<file path="config.mk">
export PLATFORM = sky130hd
export DESIGN_NAME = alu_share_arbiter
export DESIGN_NICKNAME = d
export VERILOG_FILES = /design/src/rtl/alu_share_arbiter.sv
export SDC_FILE = /design/constraint.sdc
export NUM_CORES = 1
export LEC_CHECK = 0
export ABC_CLOCK_PERIOD_IN_PS = 2820
export CORE_MARGIN = 2
export CORE_UTILIZATION = 40
export DETAILED_ROUTE_END_ITERATION = 10
export MAX_ROUTING_LAYER = met4
export PLACE_DENSITY_LB_ADDON = 0.1
export SYNTH_ARGS = -nofsm -noshare
export SYNTH_HDL_FRONTEND = slang
export SYNTH_SLANG_ARGS = --single-unit
</file>
<file path="constraint.sdc">
create_clock -name clk -period 2.82 [get_ports clk]
set_input_delay 0.705 -clock clk [delete_from_list [all_inputs] [get_ports clk]]
set_output_delay 0.705 -clock clk [all_outputs]
set_load 0.03 [all_outputs]
</file>
<file path="src/rtl/alu_share_arbiter.sv">
`timescale 1ns/1ps
// Round-robin arbiter sharing one registered ALU between NUM_REQ requesters.
// Optional status flags (carry/borrow, zero) are enabled with `define ALU_SHARE_FLAGS_EN.
module alu_share_arbiter #(
   parameter int NUM_REQ = 4,
   parameter int DATA_W  = 8,
   parameter int OP_W    = 3
) (
   input  logic                      clk,
   input  logic                      reset_n,
   input  logic [NUM_REQ-1:0]        req,
   input  logic [NUM_REQ*DATA_W-1:0] op_a,
   input  logic [NUM_REQ*DATA_W-1:0] op_b,
   input  logic [NUM_REQ*OP_W-1:0]   opcode,
   output logic [NUM_REQ-1:0]        grant,
   output logic [NUM_REQ-1:0]        done,
   output logic [DATA_W-1:0]         result,
   output logic                      busy
`ifdef ALU_SHARE_FLAGS_EN
   ,
   output logic [1:0]                flags
`endif
);

   localparam int PTR_W = (NUM_REQ > 1) ? $clog2(NUM_REQ) : 1;
   localparam logic [PTR_W-1:0]   LAST = PTR_W'(NUM_REQ - 1);
   localparam logic [NUM_REQ-1:0] ONE  = NUM_REQ'(1);

   typedef enum logic [1:0] {S_IDLE, S_EXEC, S_DONE} state_t;

   state_t              state, state_next;
   logic [PTR_W-1:0]    rr_ptr, rr_next;
   logic [PTR_W-1:0]    owner, owner_next;
   logic [DATA_W-1:0]   lat_a, lat_b, a_next, b_next;
   logic [OP_W-1:0]     lat_op, op_next;
   logic [NUM_REQ-1:0]  grant_next, done_next;
   logic [DATA_W-1:0]   result_next, alu_res;

   logic [PTR_W-1:0]    pick, pick_hi, pick_lo;
   logic                found_hi, found_lo;
   logic [DATA_W-1:0]   a_sel, b_sel;
   logic [OP_W-1:0]     op_sel;

   // Round-robin: first requester at or above rr_ptr, else the lowest one below it.
   always_comb begin
      found_hi = 1'b0;
      found_lo = 1'b0;
      pick_hi  = '0;
      pick_lo  = '0;
      for (int j = 0; j < NUM_REQ; j++) begin
         if (!found_hi && req[j] && (PTR_W'(j) >= rr_ptr)) begin
            found_hi = 1'b1;
            pick_hi  = PTR_W'(j);
         end
         if (!found_lo && req[j]) begin
            found_lo = 1'b1;
            pick_lo  = PTR_W'(j);
         end
      end
      pick = found_hi ? pick_hi : pick_lo;
   end

   always_comb begin
      a_sel  = '0;
      b_sel  = '0;
      op_sel = '0;
      for (int i = 0; i < NUM_REQ; i++) begin
         if (pick == PTR_W'(i)) begin
            a_sel  = op_a[i*DATA_W +: DATA_W];
            b_sel  = op_b[i*DATA_W +: DATA_W];
            op_sel = opcode[i*OP_W +: OP_W];
         end
      end
   end

   always_comb begin
      unique case (lat_op)
         OP_W'(0): alu_res = lat_a ^ lat_b;
         OP_W'(1): alu_res = lat_a & lat_b;
         OP_W'(2): alu_res = lat_a | lat_b;
         OP_W'(3): alu_res = lat_a + lat_b;
         OP_W'(4): alu_res = lat_a - lat_b;
         default:  alu_res = '0;
      endcase
   end

`ifdef ALU_SHARE_FLAGS_EN
   logic [1:0] flags_next;
   logic       carry;

   // A wrapped sum smaller than an addend means the add carried out.
   always_comb begin
      carry = 1'b0;
      if (lat_op == OP_W'(3))      carry = (alu_res < lat_a);
      else if (lat_op == OP_W'(4)) carry = (lat_a < lat_b);
   end
`endif

   // NOTE: every next-value gets a hold default first so no latch can be inferred.
   always_comb begin
      state_next  = state;
      rr_next     = rr_ptr;
      owner_next  = owner;
      a_next      = lat_a;
      b_next      = lat_b;
      op_next     = lat_op;
      grant_next  = grant;
      done_next   = done;
      result_next = result;
`ifdef ALU_SHARE_FLAGS_EN
      flags_next  = flags;
`endif
      case (state)
         S_IDLE: begin
            if (found_lo) begin
               owner_next = pick;
               a_next     = a_sel;
               b_next     = b_sel;
               op_next    = op_sel;
               grant_next = ONE << pick;
               state_next = S_EXEC;
            end
         end
         S_EXEC: begin
            result_next = alu_res;
`ifdef ALU_SHARE_FLAGS_EN
            flags_next  = {(alu_res == '0), carry};
`endif
            done_next   = ONE << owner;
            state_next  = S_DONE;
         end
         S_DONE: begin
            grant_next = '0;
            done_next  = '0;
            rr_next    = (owner == LAST) ? '0 : owner + 1'b1;
            state_next = S_IDLE;
         end
         default: state_next = S_IDLE;
      endcase
   end

   // NOTE: state registers use non-blocking assignments so every flop samples pre-edge values.
   always_ff @(posedge clk or negedge reset_n) begin
      if (!reset_n) begin
         state  <= S_IDLE;
         rr_ptr <= '0;
         owner  <= '0;
         grant  <= '0;
         done   <= '0;
         result <= '0;
         // NOTE: operand latches are reset too, so a restarted block never exposes stale operands.
         lat_a  <= '0;
         lat_b  <= '0;
         lat_op <= '0;
`ifdef ALU_SHARE_FLAGS_EN
         flags  <= '0;
`endif
      end else begin
         state  <= state_next;
         rr_ptr <= rr_next;
         owner  <= owner_next;
         grant  <= grant_next;
         done   <= done_next;
         result <= result_next;
         lat_a  <= a_next;
         lat_b  <= b_next;
         lat_op <= op_next;
`ifdef ALU_SHARE_FLAGS_EN
         flags  <= flags_next;
`endif
      end
   end

   assign busy = (state != S_IDLE);

endmodule

</file>
==> out/summary.txt <==
Post-Place Cells -> 587
Ordered cell list for the critical path -> inv_1 -> ha_1 -> mux2_4 -> inv_1 -> ha_1 -> nor2b_1 -> o31a_1 -> o21a_1 -> o2111ai_1 -> or3b_4
DRC viols -> 0
Total Power -> 5.33 mW
Routability cong. -> 0.889
Peak per-stage delay on the critical path -> 390 ps
Via count -> 3,245
Clock period minus worst slack -> 2640 ps
Slew HR -> 67.4%
I/O pins -> 99
EDFF count, synth -> 0
Worst-skew pair later-pin latency -> 290 ps
Syn-to-layout area delta -> 37.0%
Pwr dens -> 1130 mW/mm^2
TNS Setup -> 0 ps
Clk_skew -> 6.41 ps
Fmax -> 0.379 GHz
Worst setup EP type -> flip-flop
Peak supply drop -> 0.422 mV
Slew @ Worst Pin -> 489 ps
Met2 WL -> 4290 um
Fraction of registers with async set/reset -> 100%
Row Count -> 33
Fin crit share -> 93.6%
Vias in the first global route -> 3,288
Leakage power -> 2.12 nW
Worst r2r path cells -> 10
Hold Violations, Final -> 0
Comb power frac -> 69.2%
Die width -> 96.9 um
1st-pass router iterations -> 4
Post-Synthesis Cell Area -> 0.00345 sq mm
R2R setup slack -> 180 ps
Clock sink count -> 41
Startpoint types -> flip-flop
Ys Warns -> 0
Seq pwr share -> 21.3%
Cells after Synth -> 391
Max-cap check violation count -> 0
Root Driver -> clkbuf_8
Netlist cell types -> 49
Sw frac -> 46.6%
Slew Viols, Final -> 0
Syn_area_per_cell -> 8.83 sq um
Crit-path max FO -> 3
Register area share after synthesis -> 29.7%
Reg-to-Reg End -> result[5]$_DFFE_PN0N_
Final WL -> 9290 um
RSZ-0062 raised after global routing -> false
Port Buffer Count -> 98
Ys flop type -> dfrtp_1
Largest net degree at the start of global routing -> 26
WHS -> 360 ps
Final antenna diode count -> 0
Net switching power figure -> 2.48 mW
First-pass GRT wire length -> 15,900 um
FF-to-FF Start -> lat_b[0]$_DFFE_PN0P_
Layout Cells excl Fill -> 598
Initial Utilization -> 41.6%
Top Layer Used -> met4
Required time of the critical path -> 3000 ps
CTS tree -> yes
CTS Buf Count -> 5
Wl on met1 -> 4380 um
Seq cells post-synth -> 41
Status -> finished, final reports clean
CTS clk-pin slew, worst paths -> 90 ps
Vias per cell -> 5.43
Full die area -> 0.00939 sq mm
Clk pwr share -> 9.5%
Die Y -> 96.9 um
Starting DRC count in detailed routing -> 130
Drt wl/cell -> 15.5 um
Final setup fails -> 0
Antenna-violating nets left -> 0
Grt ovf -> 0
CTS Buffer Depth -> 2
Layout cell share with drive strength beyond 1 -> 8.92%
Antenna violations before repair -> 0
Min-delay worst type -> input port to async pin
Gr usage total -> 20.7%
Power Internal -> 2.85 mW
Crit path kind -> flip-flop to flip-flop
Nets -> 608
Met3 Wirelength -> 479 um
Hold_buf cts -> 0
H-Tree Depth -> 2
Setup crit end -> result[5]$_DFFE_PN0N_
DP Wirelength -> 7140 um
Crit path launch -> lat_b[0]$_DFFE_PN0P_
Slowest CP cell -> or3b_4
Synth Net Count -> 507
Crit path DAT -> 2820 ps
Area of the core -> 0.00830 sq mm
registers in the layout, indices dropped and copies added, names as in the netlist:
signal / flops
done: 4
grant: 4
lat_a: 8
lat_b: 8
lat_op: 3
owner: 2
result: 8
rr_ptr: 2
state: 2
how the worst min path moves through the flow:
stage	from	endpoint	cells past startpoint	slack (ps)
2_1_floorplan	reset_n	done[0]$_DFFE_PN0P_	0	410
3_3_place_gp	result[1]$_DFFE_PN0N_	result[1]$_DFFE_PN0N_	1	460
3_5_place_dp	result[1]$_DFFE_PN0N_	result[1]$_DFFE_PN0N_	1	470
4_1_cts	reset_n	lat_a[5]$_DFFE_PN0P_	1	370
5_1_grt	reset_n	lat_a[5]$_DFFE_PN0P_	1	380
6_report	reset_n	lat_a[5]$_DFFE_PN0P_	1	360
cell usage in the layout, fill, tap and decap left out, drive strengths merged, types with 2 or more instances in the layout:
cell           synthesis  layout
o22ai                  7       7
o2111ai                2       2
o221ai                20      20
mux2i                 28      28
a221oi                 2       2
o21a                   6       6
o21ai                 34      34
clkbuf                17       7
a32oi                  4       4
inv                   33      33
nand2                 34      34
and3                  23      23
xnor2                  7       7
clkdlybuf4s50          0      97
nor2b                  2       2
nor2                  16      16
or4                    2       2
dfrtp                 41      41
ha                    33      33
a22o                   2       2
mux2                   3       3
nand3b                 5       5
a21oi                  9       9
or3b                   2       2
nand3                  3       3
a21o                   3       3
nor3                   4       4
o41ai                  2       2
a21boi                19      19
nand2b                 5       5
buf                   10      24
cell type report:
cell class                 instances  area [sq um]
fill                             779          3570
multi-input combinational        290          2180
timing repair buffer             121          1150
sequential                        41          1030
tap                              105           131
inverter                          33           126
clock buffer                       7          86.3
clock inverter                     1          30.0
layer usage:
metal	track usage, %	up-vias
met4	5.42	0
li1	-	1620
met3	3.40	10
met2	34.7	99
met5	-	-
met1	26.2	1516
power by group through the flow:
stage / Combinational (mW) / Clock, mW / Sequential [mW]
final: 3.69 / 0.507 / 1.14
after global routing: 4.11 / 0.544 / 1.19
after CTS: 3.61 / 0.523 / 1.14
after detailed placement: 3.57 / 0 / 1.15
after global placement: 3.50 / 0 / 1.14
after floorplan: 2.44 / 0 / 1.25
cells in the mapped netlist, drive strengths merged, types with 10 or more instances:
master | count | area share [%]
o21ai | 34 | 4.9
nand2 | 34 | 3.7
mux2i | 28 | 8.1
o221ai | 20 | 5.1
ha | 33 | 12
inv | 33 | 3.7
clkbuf | 17 | 1.9
dfrtp | 41 | 30
and3 | 23 | 4.2
nor2 | 16 | 1.7
a21boi | 19 | 4.1
buf | 10 | 2.0
critical path: cells and delay by family, from the launching register on:
kind,cells,cell delay (ps)
compound gates,3,700
fa+ha+maj,2,510
buf+inv,2,130
flops,1,370
mux,1,290
simple gates,2,530
cell families (layout without fill, tap and decap cells):
family | count (synthesis) | count (layout) | synth area share, %
simple gates | 101 | 101 | 15.6
fa+ha+maj | 34 | 34 | 12.5
flops | 41 | 41 | 29.7
compound gates | 117 | 117 | 23.7
buf+inv | 60 | 162 | 7.54
xor+xnor | 7 | 7 | 1.78
mux | 31 | 31 | 9.10
stage by stage:
| stage | util (%) | worst slack, ps | area (sq um) |
|---|---|---|---|
| after CTS | 56.6 | 104 | 4700 |
| after global routing | 57.0 | 23.7 | 4730 |
| final | 57.0 | 180 | 4730 |
| after floorplan | - | 75.8 | 3450 |
| after detailed placement | 55.2 | 48.7 | 4580 |
| after global placement | 55.2 | 81.5 | 4580 |
what timing repair did:
action,CTS,global route
resized for setup,0,4
endpoints found under the setup margin,0,2
buffers inserted,0,3
Note: power is estimated with default switching activity, not from simulation.
